### src/rtl/stat_pkt_pkg.sv
// Shared constants for the per-flow packet byte statistics block.
package stat_pkt_pkg;

    // Default number of flow-index bits; the block tracks 2**A_WIDTH flows.
    localparam int A_WIDTH_DEF = 3;

    // Default byte-counter / read-data width.
    localparam int D_WIDTH_DEF = 32;

    // Legal counter width range; the lower bound keeps one maximum-size
    // packet representable in a counter.
    localparam int D_WIDTH_MIN = 16;
    localparam int D_WIDTH_MAX = 64;

    // Width of the incoming packet-size field, in bytes.
    localparam int PKT_SIZE_W = 16;

endpackage

### src/rtl/stat_pkt_if.sv
// Packet-report and counter-read bus of the statistics block.
// master = the agent reporting packets and issuing reads; slave = stat_pkt.
interface stat_pkt_if
    import stat_pkt_pkg::*;
#(
    parameter int A_WIDTH = A_WIDTH_DEF,
    parameter int D_WIDTH = D_WIDTH_DEF
);

    // Packet report channel
    logic [A_WIDTH-1:0]    rx_flow_num_i;
    logic [PKT_SIZE_W-1:0] pkt_size_i;
    logic                  pkt_size_ena_i;

    // Read request channel
    logic                  rd_stb_i;
    logic [A_WIDTH-1:0]    rd_flow_num_i;

    // Read response channel
    logic [D_WIDTH-1:0]    rd_data_o;
    logic                  rd_data_val_o;

    modport master (
        output rx_flow_num_i,
        output pkt_size_i,
        output pkt_size_ena_i,
        output rd_stb_i,
        output rd_flow_num_i,
        input  rd_data_o,
        input  rd_data_val_o
    );

    modport slave (
        input  rx_flow_num_i,
        input  pkt_size_i,
        input  pkt_size_ena_i,
        input  rd_stb_i,
        input  rd_flow_num_i,
        output rd_data_o,
        output rd_data_val_o
    );

endinterface

### src/rtl/stat_pkt.sv
// Per-flow byte counters with clear-on-read access.
// Each flow owns a D_WIDTH wrapping counter. A packet report adds its size
// to the addressed counter; a read returns the addressed counter one cycle
// later and zeroes it on the same edge. When a read and a packet hit the
// same flow together, the read returns the old count and the counter
// restarts at the new packet's size, so no byte is lost or counted twice.
module stat_pkt
    import stat_pkt_pkg::*;
#(
    parameter int A_WIDTH = A_WIDTH_DEF,
    parameter int D_WIDTH = D_WIDTH_DEF
) (
    input  logic          clk_i,
    input  logic          rst_i,
    stat_pkt_if.slave     bus
);

    localparam int N = 2 ** A_WIDTH;

    typedef logic [D_WIDTH-1:0] cnt_t;

    // Counter storage and its next-state image
    cnt_t r_cnt      [N];
    cnt_t w_cnt_next [N];

    // Read response register
    cnt_t r_rd_data_p1;
    logic r_rd_vld_p1;

    // Modulo-2**D_WIDTH accumulate of a zero-extended packet size.
    function automatic cnt_t add_wrap(input cnt_t acc, input logic [PKT_SIZE_W-1:0] size);
        return acc + cnt_t'(size);
    endfunction

    // Next counter values: clear on read first, then add any packet, so a
    // same-flow collision leaves exactly the new packet size in the counter.
    always_comb begin
        for (int i = 0; i < N; i++) begin
            w_cnt_next[i] = r_cnt[i];
            if (bus.rd_stb_i && (bus.rd_flow_num_i == A_WIDTH'(i))) begin
                w_cnt_next[i] = '0;
            end
            if (bus.pkt_size_ena_i && (bus.rx_flow_num_i == A_WIDTH'(i))) begin
                w_cnt_next[i] = add_wrap(w_cnt_next[i], bus.pkt_size_i);
            end
        end
    end

    // ---- stage p0 -> p1: counter update and read capture ----
    // Reset wipes every counter and any in-flight response; strobes seen
    // during reset are discarded.
    always_ff @(posedge clk_i) begin
        if (!rst_i) begin
            for (int i = 0; i < N; i++) begin
                r_cnt[i] <= '0;
            end
            r_rd_data_p1 <= '0;
            r_rd_vld_p1  <= 1'b0;
        end else begin
            for (int i = 0; i < N; i++) begin
                r_cnt[i] <= w_cnt_next[i];
            end
            r_rd_vld_p1 <= bus.rd_stb_i;
            if (bus.rd_stb_i) begin
                r_rd_data_p1 <= r_cnt[bus.rd_flow_num_i];
            end
        end
    end

    assign bus.rd_data_o     = r_rd_data_p1;
    assign bus.rd_data_val_o = r_rd_vld_p1;

endmodule

### src/flat_wrapper.sv
// flat-port wrapper written by rule: the top's interface ports become plain ports
module stat_pkt_flat import stat_pkt_pkg::*;
#(
    parameter int A_WIDTH = A_WIDTH_DEF,
    parameter int D_WIDTH = D_WIDTH_DEF
)
  (clk_i, rst_i, bus_rx_flow_num_i, bus_pkt_size_i, bus_pkt_size_ena_i, bus_rd_stb_i, bus_rd_flow_num_i, bus_rd_data_o, bus_rd_data_val_o);
  stat_pkt_if #(.A_WIDTH(A_WIDTH), .D_WIDTH(D_WIDTH)) bus_i ();
  input  logic clk_i;
  input  logic rst_i;
  input wire logic [$bits(bus_i.rx_flow_num_i)-1:0] bus_rx_flow_num_i;
  input wire logic [$bits(bus_i.pkt_size_i)-1:0] bus_pkt_size_i;
  input wire logic [$bits(bus_i.pkt_size_ena_i)-1:0] bus_pkt_size_ena_i;
  input wire logic [$bits(bus_i.rd_stb_i)-1:0] bus_rd_stb_i;
  input wire logic [$bits(bus_i.rd_flow_num_i)-1:0] bus_rd_flow_num_i;
  output wire logic [$bits(bus_i.rd_data_o)-1:0] bus_rd_data_o;
  output wire logic [$bits(bus_i.rd_data_val_o)-1:0] bus_rd_data_val_o;
  assign bus_i.rx_flow_num_i = bus_rx_flow_num_i;
  assign bus_i.pkt_size_i = bus_pkt_size_i;
  assign bus_i.pkt_size_ena_i = bus_pkt_size_ena_i;
  assign bus_i.rd_stb_i = bus_rd_stb_i;
  assign bus_i.rd_flow_num_i = bus_rd_flow_num_i;
  assign bus_rd_data_o = bus_i.rd_data_o;
  assign bus_rd_data_val_o = bus_i.rd_data_val_o;
  stat_pkt #(.A_WIDTH(A_WIDTH), .D_WIDTH(D_WIDTH)) u_core (.clk_i(clk_i), .rst_i(rst_i), .bus(bus_i));
endmodule
### config.mk
export PLATFORM = sky130hd
export DESIGN_NAME = stat_pkt_flat
export DESIGN_NICKNAME = d
export VERILOG_FILES = /design/src/rtl/stat_pkt_pkg.sv /design/src/rtl/stat_pkt_if.sv /design/src/rtl/stat_pkt.sv /design/src/flat_wrapper.sv
export SDC_FILE = /design/constraint.sdc
export NUM_CORES = 1
export LEC_CHECK = 0
export CORE_MARGIN = 5
export CORE_UTILIZATION = 60
export CTS_CLUSTER_SIZE = 28
export DETAILED_ROUTE_END_ITERATION = 8
export PLACE_DENSITY_LB_ADDON = 0.05
export SLEW_MARGIN = 20
export SYNTH_ARGS = -nofsm -noshare
export SYNTH_HDL_FRONTEND = slang
export SYNTH_SLANG_ARGS = --single-unit
### constraint.sdc
create_clock -name clk_i -period 12.1 [get_ports clk_i]
set_input_delay 2.42 -clock clk_i [delete_from_list [all_inputs] [get_ports clk_i]]
set_output_delay 2.42 -clock clk_i [all_outputs]
set_load 0.02 [all_outputs]
==> reports/qor.csv, run 1 <==
metric,value,unit
status,"finished, final reports clean",
place_hpwl,46260,um
criticalPathCategory,input port to flop,
layout.nets,2704,
async_flop_share,0,
synth_seq_cells,289,
setup_slack,5.234,ns
ant_nets,0,
clock_latency,0.54,ns
finalMaxSlewViolations,0,
wire_per_inst,20.67,um
cp_max_fo,34,
routed_via_density,6.548,
cp_slowest_cell,a2111oi_0,
pre_cts_slack,4.408,ns
grt_max_degree,68,
cts-resized-gates,0,
synth_seq_area_share,0.2756,
netlist_area,20990,um2
area_growth_syn_to_layout,9.471,%
swShare,0.2690,
cp-end-kind,flop,
synth_edf_count,0,
pwr-share-clk,0.459,
die_h,197.1,um
cap_viol_max_count,0,
gr-total-overflow,0,
final_util,0.6653,
numCtsBuffers,36,
final_cell_mix,"355 x nand2_1, 289 x dfxtp_1, 229 x a21oi_1",
hp-class,flop to flop,
clock_skew,0.02101,ns
cp_cell_sequence,"buf_4, buf_4, buf_4, nand4b_1, buf_4, and2_1, ha_1, a211o_1, a2111oi_0, o31ai_1, o211ai_1, o21ai_1, nand4_1, mux2i_1",
grt_pass1_vias,18120,
vias,19790,
die-width,197.1,um
clk_pin_slew,0.06,ns
num_rows,68,
ioPinCount,59,
port_buffers,58,
postCtsSetupRepairBufs,0,
switching_power,642.9,uW
crit_path_frequent_cell,buf_4,
startpoint_type,input port,
required,12.57,ns
n_fill_cell,2925,
leakagePower,8.976,nW
layout.cells.most_common,nand2_1,
synthDistinctLibCells,90,
die_area,38830,um2
cts.sinks,289,
yosysWarnings,0,
first_pass_iters,6,
syn_avg_cell_area,8.207,um2
rsz0062_at_grt,no,
clock_path_buffers,3,
drc,0,
synth_top_area_cell,dfxtp_1,
root_buffer,clkbuf_16,
grt_util_all_layers,0.3111,
netlist_instances,2558,
cp_top_family,compound AO/OA/AOI/OAI gates,
grt_pass1_wl,98430,um
p_int,1.747,mW
cp_data_arrival_time,7.34,ns
max-vdd-ir-drop,119.4,uV
antenna_found_initial,0,
ys.flop_type,dfxtp_1,
wirelength,62460,um
syn_nets,2720,
synth_top_area_share,0.2756,
layout-drive-gt1-share,0.07212,
fmax,145.6,MHz
max-slew-margin-rel,0.3122,
seqPwrFrac,0.410,
htree_levels,2,
hold_viol,0,
core,34540,um2
setup_tns,0,ns
period_share,0.5675,
postCtsHoldBufs,0,
combPwrFrac,0.131,
yosys-top-cells-area,"dfxtp_1 28%, ha_1 7.6%, mux4_2 6.9%",
power.density,104.0,nW/um2
tritoncts,yes,
critical_path_buf_inv_count,4,
drt-initial-drc-count,1637,
finalCriticalPeriod,6.866,ns
setup_viol,0,
start_util,0.6077,
max_stage_delay,0.67,ns
worst_pin_slew,1.023,ns
gp_congestion,0.9181,
flip-flops by register name, indices dropped and copies added (netlist names):
| signal | count |
|---|---|
| u_core.r_cnt | 256 |
| u_core.bus.rd_data_o | 32 |
| u_core.bus.rd_data_val_o | 1 |
final cells by class:
| type | count | area (um2) | area share |
|---|---|---|---|
| diodes | 2 | 5.005 | 0.0002178 |
| well taps | 455 | 569.3 | 0.02477 |
| multi-input cells | 2081 | 14490 | 0.6306 |
| repair buffers | 82 | 744.5 | 0.03240 |
| clock inverters | 8 | 97.59 | 0.004247 |
| flip-flops and latches | 289 | 5786 | 0.2518 |
| clock buffers | 53 | 1086 | 0.04726 |
| inverters | 52 | 200.2 | 0.008711 |
kinds of logic after synthesis:
group	after synthesis	share of synthesized area
and+or+nand+nor	1004	0.2369
AOI/OAI and AO/OA	694	0.2196
DFF	289	0.2756
buffers and inverters	188	0.03505
adders and majority gates	136	0.08392
muxes	129	0.09971
xor gates and xnor gates	118	0.04923
per-layer routing:
metal | global-route usage | wire length (um) | up-vias
li1 | - | - | 9446
met3 | 0.03940 | 4406 | 146
met1 | 0.4423 | 27730 | 9391
met5 | 0 | 0 | -
met4 | 0.1104 | 2295 | 0
met2 | 0.4906 | 28030 | 804
path summary, 6_finish.rpt:
kind / start / endpoint / slack (ns) / depth (start not counted)
setup / recovery: bus_rd_flow_num_i[0] / u_core.r_cnt[6][28] / 5.23 / 14
hold / removal: u_core.r_cnt[7][11] / u_core.r_cnt[7][11] / 0.47 / 2
setup reg to reg: u_core.r_cnt[6][0] / u_core.r_cnt[6][28] / 8.52 / 10
hold reg to reg: u_core.r_cnt[7][11] / u_core.r_cnt[7][11] / 0.47 / 2
power groups by stage:
stage                     sequential (mW)  clock, mW  combinational (mW)
after floorplan                      1.00          0               0.216
after global placement               1.00          0               0.301
after detailed placement             1.00          0               0.308
after CTS                           0.979       1.11               0.310
after global routing                0.980       1.14               0.343
final                               0.979       1.10               0.314
stage by stage:
stage	hold slack (ns)	power (mW)	instance area, um2	cells
global placement	0.4623	1.301	21770	2958
finish	0.4671	2.390	22980	3022
floorplan	0.4335	1.218	20990	2558
CTS	0.4694	2.399	22960	3019
detailed placement	0.4559	1.308	21770	2958
global route	0.5016	2.468	22980	3020
synth_stat cells, types with 8 or more instances:
| cell type | count |
|---|---|
| ha_1 | 128 |
| o31ai_1 | 30 |
| o21ai_0 | 93 |
| xor2_1 | 41 |
| and3_1 | 29 |
| inv_1 | 51 |
| o21bai_1 | 12 |
| a211oi_1 | 64 |
| clkbuf_1 | 108 |
| buf_2 | 15 |
| buf_1 | 11 |
| o2111ai_1 | 17 |
| a21o_1 | 61 |
| o21a_1 | 22 |
| mux4_2 | 64 |
| and2_1 | 150 |
| a2111oi_0 | 10 |
| nand4_1 | 41 |
| a31oi_1 | 22 |
| fa_1 | 8 |
| o211ai_1 | 22 |
| or4_1 | 14 |
| a21oi_1 | 229 |
| mux2i_1 | 64 |
| a211o_1 | 12 |
| or3_1 | 33 |
| nor3_1 | 24 |
| nor2_1 | 172 |
| a31o_2 | 10 |
| nand3_1 | 93 |
| dfxtp_1 | 289 |
| xnor2_1 | 77 |
| nor4_1 | 12 |
| nor2b_1 | 10 |
| nand2b_1 | 21 |
| nand2_1 | 355 |
worst reg2reg max path, cell delays in order, from the launching register on:
cell       delay [ns]
dfxtp_1          0.30
and2_1           0.14
ha_1             0.21
fa_1             0.43
a211o_1          0.32
a2111oi_0        0.67
o31ai_1          0.31
o211ai_1         0.40
o21ai_1          0.32
nand4_1          0.22
mux2i_1          0.20
No activity file was read; power rests on OpenSTA's default activity.
==> run 2: changes to the inputs <==
==> constraint.sdc (replaced) <==
create_clock -name clk_i -period 6.8 [get_ports clk_i]
set_input_delay 1.36 -clock clk_i [delete_from_list [all_inputs] [get_ports clk_i]]
set_output_delay 1.36 -clock clk_i [all_outputs]
set_load 0.02 [all_outputs]
==> run 2 against run 1 <==
Worst setup slack worse by 3.7 ns. Clock power is 82% higher. Combinational power is 81% higher. Sequential power is 78% higher. Register-to-register slack worse by 5.4 ns. Routed wire length is 3.4% higher. Highest routed layer is now met5.
==> reports/qor.csv, run 2 (synthesis gave the netlist of run 1 again) <==
metric,value,unit
combPwrFrac,0.132,
grt_max_degree,107,
clock_path_buffers,3,
critical_path_buf_inv_count,1,
wire_per_inst,21.30,um
use_met3,0.04725,
required,7.29,ns
layout-drive-gt1-share,0.07531,
leakagePower,9.012,nW
pwr-share-clk,0.464,
totalPowerFinal,4.309,mW
ioPinCount,59,
finalCriticalPeriod,5.241,ns
cp_cell_sequence,"buf_4, nand4b_1, and2_1, ha_1, fa_1, a211o_1, a2111oi_0, o31ai_1, o211ai_1, o21ai_1, nand4_1, mux2i_1",
p_int,3.123,mW
layout.cells.most_common,nand2_1,
cp_slowest_cell,a2111oi_0,
place_hpwl,47300,um
postCtsHoldBufs,0,
rsz0062_at_grt,no,
worst_pin_slew,1.080,ns
max-vdd-ir-drop,165.3,uV
use_met2,0.5111,
numCtsBuffers,36,
core,34540,um2
drc,0,
clock_skew,0.02243,ns
clock_latency,0.57,ns
period_share,0.7708,
hp-class,flop to flop,
top_register,u_core.r_cnt,
cp-end-kind,flop,
ant_nets,0,
cp_top_family,compound AO/OA/AOI/OAI gates,
cp_data_arrival_time,5.73,ns
postCtsSetupRepairBufs,0,
startpoint_type,input port,
htree_levels,2,
cts.sinks,289,
ff2ff_path_depth,10,
routed_via_density,6.578,
finalMaxSlewViolations,0,
grt_pass1_vias,18640,
gr-total-overflow,0,
vias,19940,
die_area,38830,um2
regToRegStartpoint,u_core.r_cnt[6][0],
cp-endpoint,u_core.r_cnt[6][26],
die_h,197.1,um
layout.nets,2711,
grt.busiest_layer,met2,
setup_viol,0,
crit_cells,12,
cap_viol_max_count,0,
swShare,0.2751,
fmax,190.8,MHz
grt_pass1_wl,102200,um
cp_max_fo,45,
num_rows,68,
clk_pin_slew,0.06,ns
reg2reg_to,u_core.r_cnt[6][26],
place_area,21840,um2
grt_util_all_layers,0.3259,
start_util,0.6077,
port_buffers,58,
largest_reg_flops,256,
cts-resized-gates,0,
die-width,197.1,um
switching_power,1.185,mW
status,"finished, final reports clean",
first_pass_iters,6,
max-slew-margin-rel,0.2787,
n_fill_cell,2986,
regToRegSetupSlack,3.17,ns
criticalPathCategory,input port to flop,
gp_congestion,0.9582,
setup_tns,0,ns
diodes,0,
drt-initial-drc-count,1844,
post-route-cell-area,23040,um2
wirelength,64570,um
antenna_found_initial,2,
power.density,187.0,nW/um2
seqPwrFrac,0.404,
tritoncts,yes,
root_buffer,clkbuf_16,
hold_viol,0,
max_stage_delay,0.77,ns
startpoint,bus_rd_flow_num_i[0],
final_cell_mix,"355 x nand2_1, 289 x dfxtp_1, 229 x a21oi_1",
gr-usage-met1,0.4522,
area_growth_syn_to_layout,9.769,%
run 2: worst register-to-register path, delay by kind of cell, from the launching register on:
| kind | cells | cell delay, ns |
|---|---|---|
| AOI/OAI and AO/OA | 5 | 2.08 |
| adders and majority gates | 2 | 0.63 |
| DFF | 1 | 0.30 |
| muxes | 1 | 0.19 |
| and+or+nand+nor | 2 | 0.35 |
run 2: layout make-up:
type	count	area (um2)	area share
multi-input combinational	2081	14490	0.6289
sequential	289	5786	0.2511
clock buffer	52	1052	0.04566
timing repair buffer	89	793.3	0.03442
tap	455	569.3	0.02471
inverter	52	200.2	0.008688
clock inverter	13	150.1	0.006516
run 2: worst min path at each step:
stage	from	end	slack, ns	cells after the start
after detailed placement	u_core.r_cnt[6][15]	u_core.r_cnt[6][15]	0.47	1
after CTS	u_core.r_cnt[6][15]	u_core.r_cnt[6][15]	0.49	1
after floorplan	u_core.r_cnt[7][10]	u_core.r_cnt[7][10]	0.43	2
after global placement	u_core.r_cnt[6][15]	u_core.r_cnt[6][15]	0.46	1
after global routing	u_core.r_cnt[4][10]	u_core.r_cnt[4][10]	0.51	2
final	u_core.r_cnt[6][15]	u_core.r_cnt[6][15]	0.48	1
run 2: power groups by stage:
stage | logic, mW | clock network (mW) | registers (mW)
after floorplan | 0.385 | 0 | 1.78
after global placement | 0.546 | 0 | 1.78
after detailed placement | 0.557 | 0 | 1.78
after CTS | 0.560 | 2.02 | 1.74
after global routing | 0.620 | 2.09 | 1.74
final | 0.568 | 2.00 | 1.74
run 2: per-stage QoR:
| step | util | setup WS [ns] | instances | hold WS (ns) |
|---|---|---|---|---|
| global route | 0.6671 | 1.318 | 3031 | 0.5065 |
| finish | 0.6671 | 1.559 | 3031 | 0.4816 |
| global placement | 0.6321 | 1.237 | 2966 | 0.4649 |
| detailed placement | 0.6323 | 1.133 | 2966 | 0.4727 |
| floorplan | - | 2.044 | 2558 | 0.4335 |
| CTS | 0.6671 | 1.693 | 3031 | 0.4858 |
run 2: metal layers:
metal	up-vias	routed length, um	part of all wire
li1	9457	-	-
met1	9525	28580	0.44
met2	790	28980	0.45
met3	162	4305	0.067
met4	4	2693	0.042
met5	-	21	0.00033
==> run 3: changes to the inputs <==
==> constraint.sdc (replaced) <==
create_clock -name clk_i -period 4.9 [get_ports clk_i]
set_input_delay 0.98 -clock clk_i [delete_from_list [all_inputs] [get_ports clk_i]]
set_output_delay 0.98 -clock clk_i [all_outputs]
set_load 0.02 [all_outputs]
==> run 3 against run 2 <==
Design area up 1.4%. Routed wire length up 2.2%. Via count up 0.97%. Worst hold slack worse by 0.0020 ns. Global-route usage up 0.51 points. Core utilization up 0.96 points. Sequential share of layout area down 0.36 points. Non-clock buffer count up 34. Die area unchanged. Clock-buffer cell count down 1. Critical path type unchanged. Highest routed layer unchanged.
==> reports/qor.csv, run 3 (synthesis gave the netlist of run 1 again) <==
metric,value,unit
top_register,u_core.r_cnt,
setup_tns,0,ns
postCtsHoldBufs,0,
clock_path_buffers,3,
finalCriticalPeriod,4.420,ns
startpoint_type,input port,
grt_util_all_layers,0.3310,
diodes,0,
postCtsSetupRepairBufs,0,
drc,0,
htree_levels,2,
cp_slowest_cell,a2111oi_2,
power.density,260.6,nW/um2
layout-drive-gt1-share,0.08701,
criticalPathCategory,input port to flop,
num_rows,68,
crit_path_frequent_cell,o21ai_0,
clk_pin_slew,0.06,ns
p_int,4.456,mW
die_area,38830,um2
vias,20130,
final_util,0.6767,
start_util,0.6077,
finalMaxSlewViolations,0,
grt_pass1_wl,104000,um
tritoncts,yes,
grt_max_degree,82,
critical_path_buf_inv_count,1,
ant_nets,0,
use_met2,0.5200,
combPwrFrac,0.132,
final_cell_mix,"355 x nand2_1, 289 x dfxtp_1, 229 x a21oi_1",
max-slew-margin-rel,0.1946,
die-width,197.1,um
cp_max_fo,11,
switching_power,1.636,mW
antenna_found_initial,1,
layout.cells.most_common,nand2_1,
largest_reg_flops,256,
required,5.31,ns
gr-total-overflow,0,
status,"finished, final reports clean",
fmax,226.2,MHz
rsz0062_at_grt,no,
place_area,22120,um2
n_fill_cell,2969,
worst_pin_slew,1.191,ns
ioPinCount,59,
wire_per_inst,21.54,um
layout.nets,2745,
port_buffers,58,
cp-end-kind,flop,
cts-resized-gates,0,
gr-usage-met1,0.4592,
cts.sinks,289,
root_buffer,clkbuf_16,
clock_skew,0.01924,ns
pwr-share-clk,0.471,
first_pass_iters,5,
post-route-cell-area,23370,um2
cap_viol_max_count,0,
max-vdd-ir-drop,294.6,uV
area_growth_syn_to_layout,11.35,%
grt.busiest_layer,met2,
swShare,0.2686,
numCtsBuffers,36,
leakagePower,9.202,nW
gp_congestion,0.9568,
seqPwrFrac,0.397,
cp_cell_sequence,"buf_2, nand4bb_1, and2_1, ha_1, fa_1, a21oi_1, o21ai_0, a2111oi_2, o21ai_0, o2111ai_2, a2111oi_0, mux2i_1",
period_share,0.9021,
drt-initial-drc-count,1678,
hp-class,flop to flop,
use_met3,0.05032,
max_stage_delay,0.49,ns
cp_top_family,compound AO/OA/AOI/OAI gates,
routed_via_density,6.570,
grt_pass1_vias,18980,
wirelength,66010,um
hold_viol,0,
die_h,197.1,um
cp_data_arrival_time,4.83,ns
clock_latency,0.54,ns
place_hpwl,48790,um
setup_viol,0,
core,34540,um2
-- run 3: cell types whose count changed in the layout (fill, tap and decap cells not counted), moves of 2 or more --
cell       delta
buf_12        +2
buf_4        +32
bufinv_16     +2
clkinv_2      -5
clkinv_4      +2
-- run 3: cell type report --
cell class                      instances  area, um2  area share
Clock buffer                           51       1049     0.04486
Multi-Input combinational cell       2081      14490      0.6197
Tap cell                              455      569.3     0.02436
Clock inverter                         13      211.5    0.009046
Sequential cell                       289       5786      0.2475
Inverter                               52      200.2    0.008564
Timing Repair Buffer                  123       1074     0.04593
-- run 3: tightest hold or removal path: stages, from the launching register on --
cell     delay, ns
dfxtp_1       0.31
nand3_1       0.06
o31ai_1       0.06
-- run 3: worst paths after layout --
| check | startpoint | end | slack [ns] | cells after the start |
|---|---|---|---|---|
| setup / recovery | bus_rd_flow_num_i[2] | u_core.r_cnt[4][28] | 0.48 | 12 |
| hold / removal | u_core.r_cnt[4][11] | u_core.r_cnt[4][11] | 0.48 | 2 |
| setup reg to reg | u_core.r_cnt[2][8] | u_core.r_cnt[2][31] | 1.41 | 8 |
| hold reg to reg | u_core.r_cnt[4][11] | u_core.r_cnt[4][11] | 0.48 | 2 |
-- run 3: metrics by stage --
step	power (mW)	std cells	setup slack (ns)	hold WS (ns)
global route	6.296	3064	0.1965	0.5004
global placement	3.240	3000	0.1789	0.4643
detailed placement	3.257	3000	0.07355	0.4682
CTS	6.109	3064	0.6123	0.4788
finish	6.091	3064	0.4798	0.4797
floorplan	3.007	2558	0.5245	0.4335
-- run 3: per-layer routing --
layer  vias to the layer above  wire (um)
li1                       9516          -
met1                      9636      29070
met2                       812      29520
met3                       165       4511
met4                         2       2897
met5                         -         11
-- run 3: power by group through the flow --
stage          logic, mW  clock network, mW  registers (mW)
6_report           0.806               2.87            2.42
5_1_grt            0.876               3.00            2.42
4_1_cts            0.795               2.90            2.42
3_5_place_dp       0.788                  0            2.47
3_3_place_gp       0.771                  0            2.47
2_1_floorplan      0.534                  0            2.47
